==> config.mk <==
export PLATFORM = sky130hd
export DESIGN_NAME = fetch_seq_ctrl
export DESIGN_NICKNAME = d
export VERILOG_FILES = /design/src/rtl/fetch_pkg.sv /design/src/rtl/fetch_pair_fifo.sv /design/src/rtl/fetch_seq_ctrl.sv
export SDC_FILE = /design/constraint.sdc
export NUM_CORES = 1
export LEC_CHECK = 0
export ABC_AREA = 1
export CELL_PAD_IN_SITES_DETAIL_PLACEMENT = 0
export CELL_PAD_IN_SITES_GLOBAL_PLACEMENT = 1
export CORE_UTILIZATION = 35
export CTS_BUF_LIST = sky130_fd_sc_hd__clkbuf_8
export CTS_CLUSTER_SIZE = 20
export DETAILED_ROUTE_END_ITERATION = 6
export PLACE_DENSITY = 0.76
export SLEW_MARGIN = 20
export SYNTH_ARGS = -nofsm -noshare
export SYNTH_HDL_FRONTEND = slang
export SYNTH_SLANG_ARGS = --single-unit
==> constraint.sdc <==
create_clock -name clk -period 2.3 [get_ports clk]
set_clock_uncertainty 0.1 [all_clocks]
set_input_delay 0.345 -clock clk [delete_from_list [all_inputs] [get_ports clk]]
set_output_delay 0.345 -clock clk [all_outputs]
set_load 0.1 [all_outputs]
==> src/rtl/fetch_pkg.sv <==
// fetch_pkg: shared types, defaults and helpers for the fetch sequencer
package fetch_pkg;
  localparam int PC_STEP_DEF = 8;
  typedef struct packed {
    logic [31:0] pc;
    logic [31:0] inst1;
    logic [31:0] inst2;
  } fetch_pair_t;
  typedef enum logic [1:0] {RUN, DRAIN, DONE} fetch_state_e;
  // unread memory holes show up as X in simulation and count as zero words
  function automatic logic is_zero(input logic [31:0] w);
    return (w === 32'd0) || ((^w) === 1'bx);
  endfunction
endpackage

==> src/rtl/fetch_pair_fifo.sv <==
// fetch_pair_fifo: shift-register pair buffer whose head is always entry 0
module fetch_pair_fifo
  import fetch_pkg::*;
#(
  parameter int DEPTH = 2
) (
  input  logic                         clk,
  input  logic                         rst_n,
  input  logic                         push,
  input  logic                         pop,
  input  logic                         flush,
  input  fetch_pair_t                  din,
  output logic [$clog2(DEPTH+1)-1:0]   count,
  output fetch_pair_t                  head,
  output logic                         empty,
  output logic                         full
);
  localparam int CW = $clog2(DEPTH + 1);
  localparam int AW = $clog2(DEPTH);
  fetch_pair_t q [DEPTH];
  fetch_pair_t q_n [DEPTH];
  logic do_pop, do_push;
  logic [AW-1:0] wr;
  assign empty = count == '0;
  assign full = count == CW'(DEPTH);
  assign head = q[0];
  assign do_pop = pop && !empty;
  assign do_push = push && (!full || do_pop);
  assign wr = AW'(count - CW'(do_pop));
  always_comb begin
    q_n = q;
    if (do_pop) for (int i = 0; i < DEPTH - 1; i++) q_n[i] = q[i + 1];
    if (do_push) q_n[wr] = din;
  end
  always_ff @(posedge clk)
    if (!rst_n) begin
      count <= '0;
      for (int i = 0; i < DEPTH; i++) q[i] <= '0;
    end else if (flush) count <= '0;
    else begin
      count <= count + CW'(do_push) - CW'(do_pop);
      q <= q_n;
    end
endmodule

==> src/rtl/fetch_seq_ctrl.sv <==
// fetch_seq_ctrl: 2-wide fetch sequencer with pair buffer, redirect flush and end-of-program drain
module fetch_seq_ctrl
  import fetch_pkg::*;
#(
  parameter logic [31:0] RESET_PC   = 32'h0,
  parameter int          PC_STEP    = PC_STEP_DEF,
  parameter int          FIFO_DEPTH = 2,
  parameter int          ZERO_LIMIT = 10
) (
  input  logic        clk,
  input  logic        rst_n,
  output logic [31:0] mem_pc,
  input  logic [31:0] mem_inst1,
  input  logic [31:0] mem_inst2,
  input  logic        redirect_valid,
  input  logic [31:0] redirect_pc,
  output logic        out_valid,
  input  logic        out_ready,
  output logic [31:0] out_pc,
  output logic [31:0] out_inst1,
  output logic [31:0] out_inst2,
  output logic        done
);
  localparam int CW = $clog2(FIFO_DEPTH + 1);
  localparam int ZW = $clog2(ZERO_LIMIT + 1);
  fetch_state_e state, state_n;
  logic [31:0] pc, inflight_pc;
  logic inflight_v, redir, push, pop, issue, empty, full, hit;
  logic [CW-1:0] count;
  logic [ZW-1:0] zero_cnt, cnt1, cnt2;
  fetch_pair_t din, head;
  assign redir = redirect_valid && state != DONE;
  assign pop = out_valid && out_ready;
  assign push = inflight_v && !redir;
  // a pop this cycle frees a slot for the read issued now
  assign issue = state == RUN && !redir &&
    ({1'b0, count} + (CW+1)'(inflight_v) < (CW+1)'(FIFO_DEPTH) + (CW+1)'(pop));
  assign din = '{pc: inflight_pc, inst1: mem_inst1, inst2: mem_inst2};
  assign mem_pc = pc;
  assign out_valid = !empty;
  assign out_pc = head.pc;
  assign out_inst1 = head.inst1;
  assign out_inst2 = head.inst2;
  fetch_pair_fifo #(.DEPTH(FIFO_DEPTH)) u_fifo (
    .clk   (clk),
    .rst_n (rst_n),
    .push  (push),
    .pop   (pop),
    .flush (redir),
    .din   (din),
    .count (count),
    .head  (head),
    .empty (empty),
    .full  (full)
  );
  always_comb begin
    cnt1 = is_zero(mem_inst1) ? (zero_cnt == ZW'(ZERO_LIMIT) ? zero_cnt : zero_cnt + ZW'(1)) : '0;
    cnt2 = is_zero(mem_inst2) ? (cnt1 == ZW'(ZERO_LIMIT) ? cnt1 : cnt1 + ZW'(1)) : '0;
    hit = push && (cnt1 == ZW'(ZERO_LIMIT) || cnt2 == ZW'(ZERO_LIMIT));
    state_n = redir ? RUN :
              (state == RUN && hit) ? DRAIN :
              (state == DRAIN && empty && !inflight_v) ? DONE : state;
  end
  always_ff @(posedge clk)
    if (!rst_n) begin
      state <= RUN;
      pc <= RESET_PC;
      inflight_v <= 1'b0;
      inflight_pc <= '0;
      zero_cnt <= '0;
      done <= 1'b0;
    end else begin
      state <= state_n;
      pc <= redir ? (redirect_pc & ~32'd3) : issue ? pc + 32'(PC_STEP) : pc;
      inflight_v <= issue;
      inflight_pc <= issue ? pc : inflight_pc;
      zero_cnt <= redir ? '0 : push ? cnt2 : zero_cnt;
      done <= state_n == DONE;
    end
  a_no_overflow: assert property (@(posedge clk) disable iff (!rst_n) !(push && full && !pop));
endmodule

## Word-level counts from Yosys, hierarchy flattened

Index checks and enable logic that the tools add are counted.

- Logic and storage cells: 80
- Memories: 0
- Input bits: 100
- Latch bits: 0
- ROM bits: 0
- Memory bits (writable): 0
- Output and inout bits: 130
- Register bits after elaboration: 266

- Multiply operators: 0
- Divide/modulo/power cells: 0
- Multiplexer cells: 14
- Bitwise gates (word level): 3
- Reduce and logical (&&, ||, !) cells: 27
- $lt $le $gt $ge: 3
- $add $sub $neg: 8
- Equality and inequality tests: 11
- Shift operators: 0

Operators with widths:

| operator | number |
|---|---|
| bitwise mux 192 bit | 1 |
| 2-to-1 mux 192 bit | 1 |
| 2-to-1 mux 96 bit | 2 |
| demux 96 bit (select 1 bit) | 1 |
| === test 32 x 1 -> 1 bit (second input constant) | 2 |
| 2-to-1 mux 32 bit | 2 |
| XOR reduction 32 bit | 2 |
| adder 32 x 4 -> 32 bit (second input constant) | 1 |
| 2-to-1 mux 4 bit | 4 |
| equality test 4 bit (second input constant) | 3 |
| logical AND 1 bit | 12 |
| adder 4 x 1 -> 4 bit (second input constant) | 2 |
| 2-to-1 mux 2 bit | 3 |
| equality test 2 bit (second input constant) | 2 |
| logical NOT 1 bit | 4 |
| logical NOT 2 bit | 2 |
| logical OR 1 bit | 4 |
| adder 2 x 1 -> 3 bit | 1 |
| adder 2 x 1 -> 3 bit (first input constant) | 1 |
| < comparator 3 bit | 1 |
| adder 2 x 1 -> 2 bit | 1 |
| equality test 2 x 1 -> 1 bit (second input constant) | 1 |
| === test 1 bit (second input constant) | 2 |
| >= comparator 2 bit (second input constant) | 1 |
| other kinds (9) | 10 |

## Logic depth before layout (Yosys ltp)

- Depth in word-level cells: 14
- Gate-level depth with buffers: 16
- Mapped depth without buffers: 16

## Hierarchy

From an unflattened synthesis, not the netlist that was laid out.

- Cell total of the unflattened synthesis: 2157
- Area total of the unflattened synthesis: 13706.9 um^2

Modules (own cells, without submodules):

| module | times used | area an instance (um^2) | cells each | seq. area each (um^2) |
|---|---|---|---|---|
| fetch_pair_fifo | 1 | 9962.1 | 1577 | 3883.7 |
| fetch_seq_ctrl | 1 | 3744.8 | 580 | 1361.3 |

## Worst setup path after synthesis

OpenSTA, ideal clock, no wires.

- Kind: reg2reg
- Start point: register u_fifo.count[1]
- End point: register (tool-made name)
- Buffers on the path: 3
- Slack: -362 ps
- Data required time: 2081 ps
- Library setup time: 119 ps
- Arrival: 2443 ps
- Cell stages (with the launch flop): 13
- Period minus slack after synthesis: 2662 ps
- Path through: dfxtp_1 inv_2 nand2_2 nand2_2 inv_2 clkbuf_1 ha_1 inv_1 nand2_2 buf_4 clkbuf_1 o21ai_0 a21oi_1

RTL lines:

| element | line | RTL |
|---|---|---|
| start: declaration | fetch_pair_fifo.sv:13 | `output logic [$clog2(DEPTH+1)-1:0] count,` |
| start signal: assignment | fetch_pair_fifo.sv:41 | `count <= count + CW'(do_push) - CW'(do_pop);` |

## Final worst setup path

- Start point: register zero_cnt[0]
- End point: register state[0]

- Cells in the longest elaborated chain, start to end: 12
- Elaborated cells on any way between the ends: 14
- Those cells by class: add/sub: 2; eq/ne: 3; mux: 6; reduce/logical: 3

RTL lines:

| element | line | RTL |
|---|---|---|
| start: declaration | fetch_seq_ctrl.sv:30 | `logic [ZW-1:0] zero_cnt, cnt1, cnt2;` |
| start signal: assignment | fetch_seq_ctrl.sv:77 | `zero_cnt <= redir ? '0 : push ? cnt2 : zero_cnt;` |
| adder 4 x 1 -> 4 bit / equality test 4 bit (equally long branches) | fetch_seq_ctrl.sv:57 | `cnt1 = is_zero(mem_inst1) ? (zero_cnt == ZW'(ZERO_LIMIT) ? zero_cnt : zero_cnt + ZW'(1)) : '0;` |
| 2-to-1 mux 4 bit (*) (2 in a row) | fetch_seq_ctrl.sv:57 |  |
| adder 4 x 1 -> 4 bit / equality test 4 bit (equally long branches) | fetch_seq_ctrl.sv:58, fetch_seq_ctrl.sv:59 |  |
| 2-to-1 mux 4 bit (2 in a row) | fetch_seq_ctrl.sv:58 | `cnt2 = is_zero(mem_inst2) ? (cnt1 == ZW'(ZERO_LIMIT) ? cnt1 : cnt1 + ZW'(1)) : '0;` |
| equality test 4 bit | fetch_seq_ctrl.sv:59 | `hit = push && (cnt1 == ZW'(ZERO_LIMIT) \|\| cnt2 == ZW'(ZERO_LIMIT));` |
| logical OR 1 bit (*) | fetch_seq_ctrl.sv:59 |  |
| logical AND 1 bit (*) | fetch_seq_ctrl.sv:59 |  |
| logical AND 1 bit (*) | fetch_seq_ctrl.sv:61 | `(state == RUN && hit) ? DRAIN :` |
| 2-to-1 mux 2 bit (*) | fetch_seq_ctrl.sv:61 |  |
| 2-to-1 mux 2 bit (*) | fetch_seq_ctrl.sv:60 | `state_n = redir ? RUN :` |
| end signal: assignment | fetch_seq_ctrl.sv:73 | `state <= state_n;` |
| end: declaration | fetch_seq_ctrl.sv:26 | `fetch_state_e state, state_n;` |

Every way passes the cells marked *; elsewhere a longest branch is shown, timed or not.
A chain may end at the register's enable or synchronous reset.

==> impl_metrics.env <==
export IMPL_outcome="complete, but fails checks"
export IMPL_postPlaceCellArea_um2=14900
export IMPL_io_buffers=225
export IMPL_grt_max_degree=108
export IMPL_areaGrowthSynthToFinish_pct=23.9
export IMPL_clkSinkCount=262
export IMPL_dp_hpwl_um=25400
export IMPL_path_max_fanout=5
export IMPL_num_nets_final=2161
export IMPL_relSlewSlack_pct=64.1
export IMPL_finalCritPeriodShare_pct=87.6
export IMPL_ir_drop_v=0.000330
export IMPL_leakagePower_nw=6.58
export IMPL_antenna_found_initial=0
export IMPL_critPathCaptureType="register"
export IMPL_powerDensity_nw_per_um2=701
export IMPL_routed_wl_um=38800
export IMPL_rsz0062_at_grt="no"
export IMPL_hold_viol_final=0
export IMPL_drc_errors=22
export IMPL_finalPower_mw=11.0
export IMPL_grt_pass1_vias=11700
export IMPL_vias=12300
export IMPL_finalMaxSlewViolations=0
export IMPL_fp_coreArea_um2=35700
export IMPL_power_switching_mw=3.53
export IMPL_fin_area_um2=15800
export IMPL_final_layout_size_suffix_gt1_share_pct=13.8
export IMPL_ant_nets=0
export IMPL_synth_area_leader_cell="dfxtp_1"
export IMPL_synthesis_area_um2=12700
export IMPL_grt_pass1_wl_um=61600
export IMPL_p_sw_share_pct=31.9
export IMPL_cts_root_buf="clkbuf_8"
export IMPL_period_needed_ns=2.02
export IMPL_cts_buffers=47
export IMPL_p_int_mw=7.52
export IMPL_startpoint_type="register"
export IMPL_die_area_um2=37100
export IMPL_post_drt_wl_per_cell_um=15.3
export IMPL_via_per_inst=4.82
export IMPL_tightest_slew_ns=0.538
export IMPL_failed_checks="design-rule violations"
export IMPL_maxCapViolations=0
export IMPL_synth_area_top_cells="dfxtp_1 41%, nand2_1 15%, nor2_1 11%"
export IMPL_clkPwrFrac_pct=36.9
export IMPL_path_class="reg -> reg"
export IMPL_first_pass_iters=7
export IMPL_cts_tree="yes"
export IMPL_fmax_mhz=496
export IMPL_sequentialPowerShare_pct=44.3
export IMPL_min_path_type="in -> reg"
export IMPL_die_y_um=193
export IMPL_die_width_um=193
export IMPL_insertion_delay_ns=0.54
export IMPL_fin_cells=2546
export IMPL_clkTransAtPathRegs_ns=0.06
export IMPL_ys_warn_count=0
export IMPL_synth_seq_cells=262
export IMPL_yosysTopAreaCellShare_pct=41.2
export IMPL_track_usage_pct=20.8
export IMPL_h_tree_depth=2
export IMPL_diodes=0
export IMPL_arrival_ns=2.38
export IMPL_combPwrFrac_pct=18.8
export IMPL_overflow=0
export IMPL_cts_buffer_depth=3
export IMPL_cts_hold_buffers_added=0
export IMPL_postSynthCellCount=1916
export IMPL_critPathRequiredTime_ns=2.67
export IMPL_setup_viol=0
export IMPL_dp_cells=2463
export IMPL_syn_mean_instance_area_um2=6.64
export IMPL_drt_iter0_markers=653
export IMPL_ios=230
export IMPL_gp_congestion=0.829
export IMPL_synth_cell_types=34
export IMPL_rows=69
export IMPL_ys_seq_area_share_pct=41.2
export IMPL_final_setup_tns_ns=0
export IMPL_start_util_pct=35.7
## cells in the final DEF (no fill, tap or decap), drive strengths merged
cell type,netlist,layout
a211oi,6,6
a21boi,2,2
a21oi,42,42
a31oi,7,7
buf,135,200
clkbuf,75,56
clkdlybuf4s50,0,96
clkinv,1,4
conb,1,2
dfxtp,262,262
ha,9,9
inv,62,85
nand2,530,530
nand3,38,38
nand3b,8,8
nand4,2,2
nor2,382,382
nor3,5,5
nor4,1,1
o211ai,5,5
o21ai,335,335
o21bai,2,2
or2,3,3
xnor2,1,1
xor2,2,2
## stage by stage
step,hold slack (ns),util (%),worst slack [ns]
6_report,0.182,44.2,0.284
5_1_grt,0.173,44.2,0.0363
4_1_cts,0.141,44.2,0.132
3_5_place_dp,0.340,41.7,0.0220
3_3_place_gp,0.336,41.7,0.0208
2_1_floorplan,0.325,-,0.00773
## power groups by stage
stage	Sequential, mW	Combinational, mW	Clock, mW
2_1_floorplan	5.20	1.25	0
3_3_place_gp	4.98	2.07	0
3_5_place_dp	4.99	2.08	0
4_1_cts	4.89	2.09	4.24
5_1_grt	4.91	2.23	4.43
6_report	4.89	2.08	4.08
## worst max-delay path, stage by stage (launching register included)
cell	delay [ns]
dfxtp_1	0.42
inv_2	0.09
ha_1	0.21
nand3_1	0.11
nor2_1	0.06
nor2_2	0.13
inv_1	0.06
ha_1	0.21
nand3_1	0.08
nand2_1	0.06
nand2_1	0.09
nand2_1	0.05
nor2_1	0.08
nand2_1	0.06
a21oi_1	0.14
## cell usage after synthesis, drive strengths merged
library cell / n
nand2: 530
nor2: 382
o21ai: 335
dfxtp: 262
buf: 135
clkbuf: 75
inv: 62
a21oi: 42
nand3: 38
ha: 9
nand3b: 8
a31oi: 7
a211oi: 6
nor3: 5
o211ai: 5
or2: 3
a21boi: 2
nand4: 2
o21bai: 2
xor2: 2
clkinv: 1
conb: 1
nor4: 1
xnor2: 1
## cells by family (layout without fill, tap and decap cells)
kind of cell,after synthesis,count (layout),share of synthesized area [%]
adders and majority gates,9,9,0.885
xor gates and xnor gates,3,3,0.207
AOI/OAI and AO/OA,399,399,16.2
buffers and inverters,273,441,11.8
DFF,262,262,41.2
other,1,2,0.0295
and+or+nand+nor,969,969,29.6
## layer usage
layer / global-route usage (%) / vias up / part of all wire [%]
met5: 0 / - / 0
met4: 5.94 / 0 / 2.0
met3: 2.93 / 54 / 5.4
met2: 34.2 / 312 / 46
met1: 28.0 / 5602 / 47
li1: - / 6300 / -
## area by class of cell
class	count	area (um^2)
Tap cell	461	577
Fill cell	3710	19900
Timing Repair Buffer	296	2810
Sequential cell	262	5250
Multi-Input combinational cell	1382	6010
Inverter	63	240
Clock buffer	56	771
Clock inverter	26	98.8
## path summary, 6_finish.rpt
| path | startpoint | endpoint | slack [ns] | cells after the start |
|---|---|---|---|---|
| min | rst_n | inflight_pc[3] | 0.18 | 3 |
| max | zero_cnt[0] | state[0] | 0.28 | 14 |
| min reg2reg | register | register | 0.35 | 2 |
| max reg2reg | zero_cnt[0] | state[0] | 0.28 | 14 |
## timing repair
action                                  4_1_cts  5_1_grt
endpoints found under the setup margin        0        2
buffers inserted                              0        1
gates resized for setup                       0        2
(Power assumes the default switching activity.)
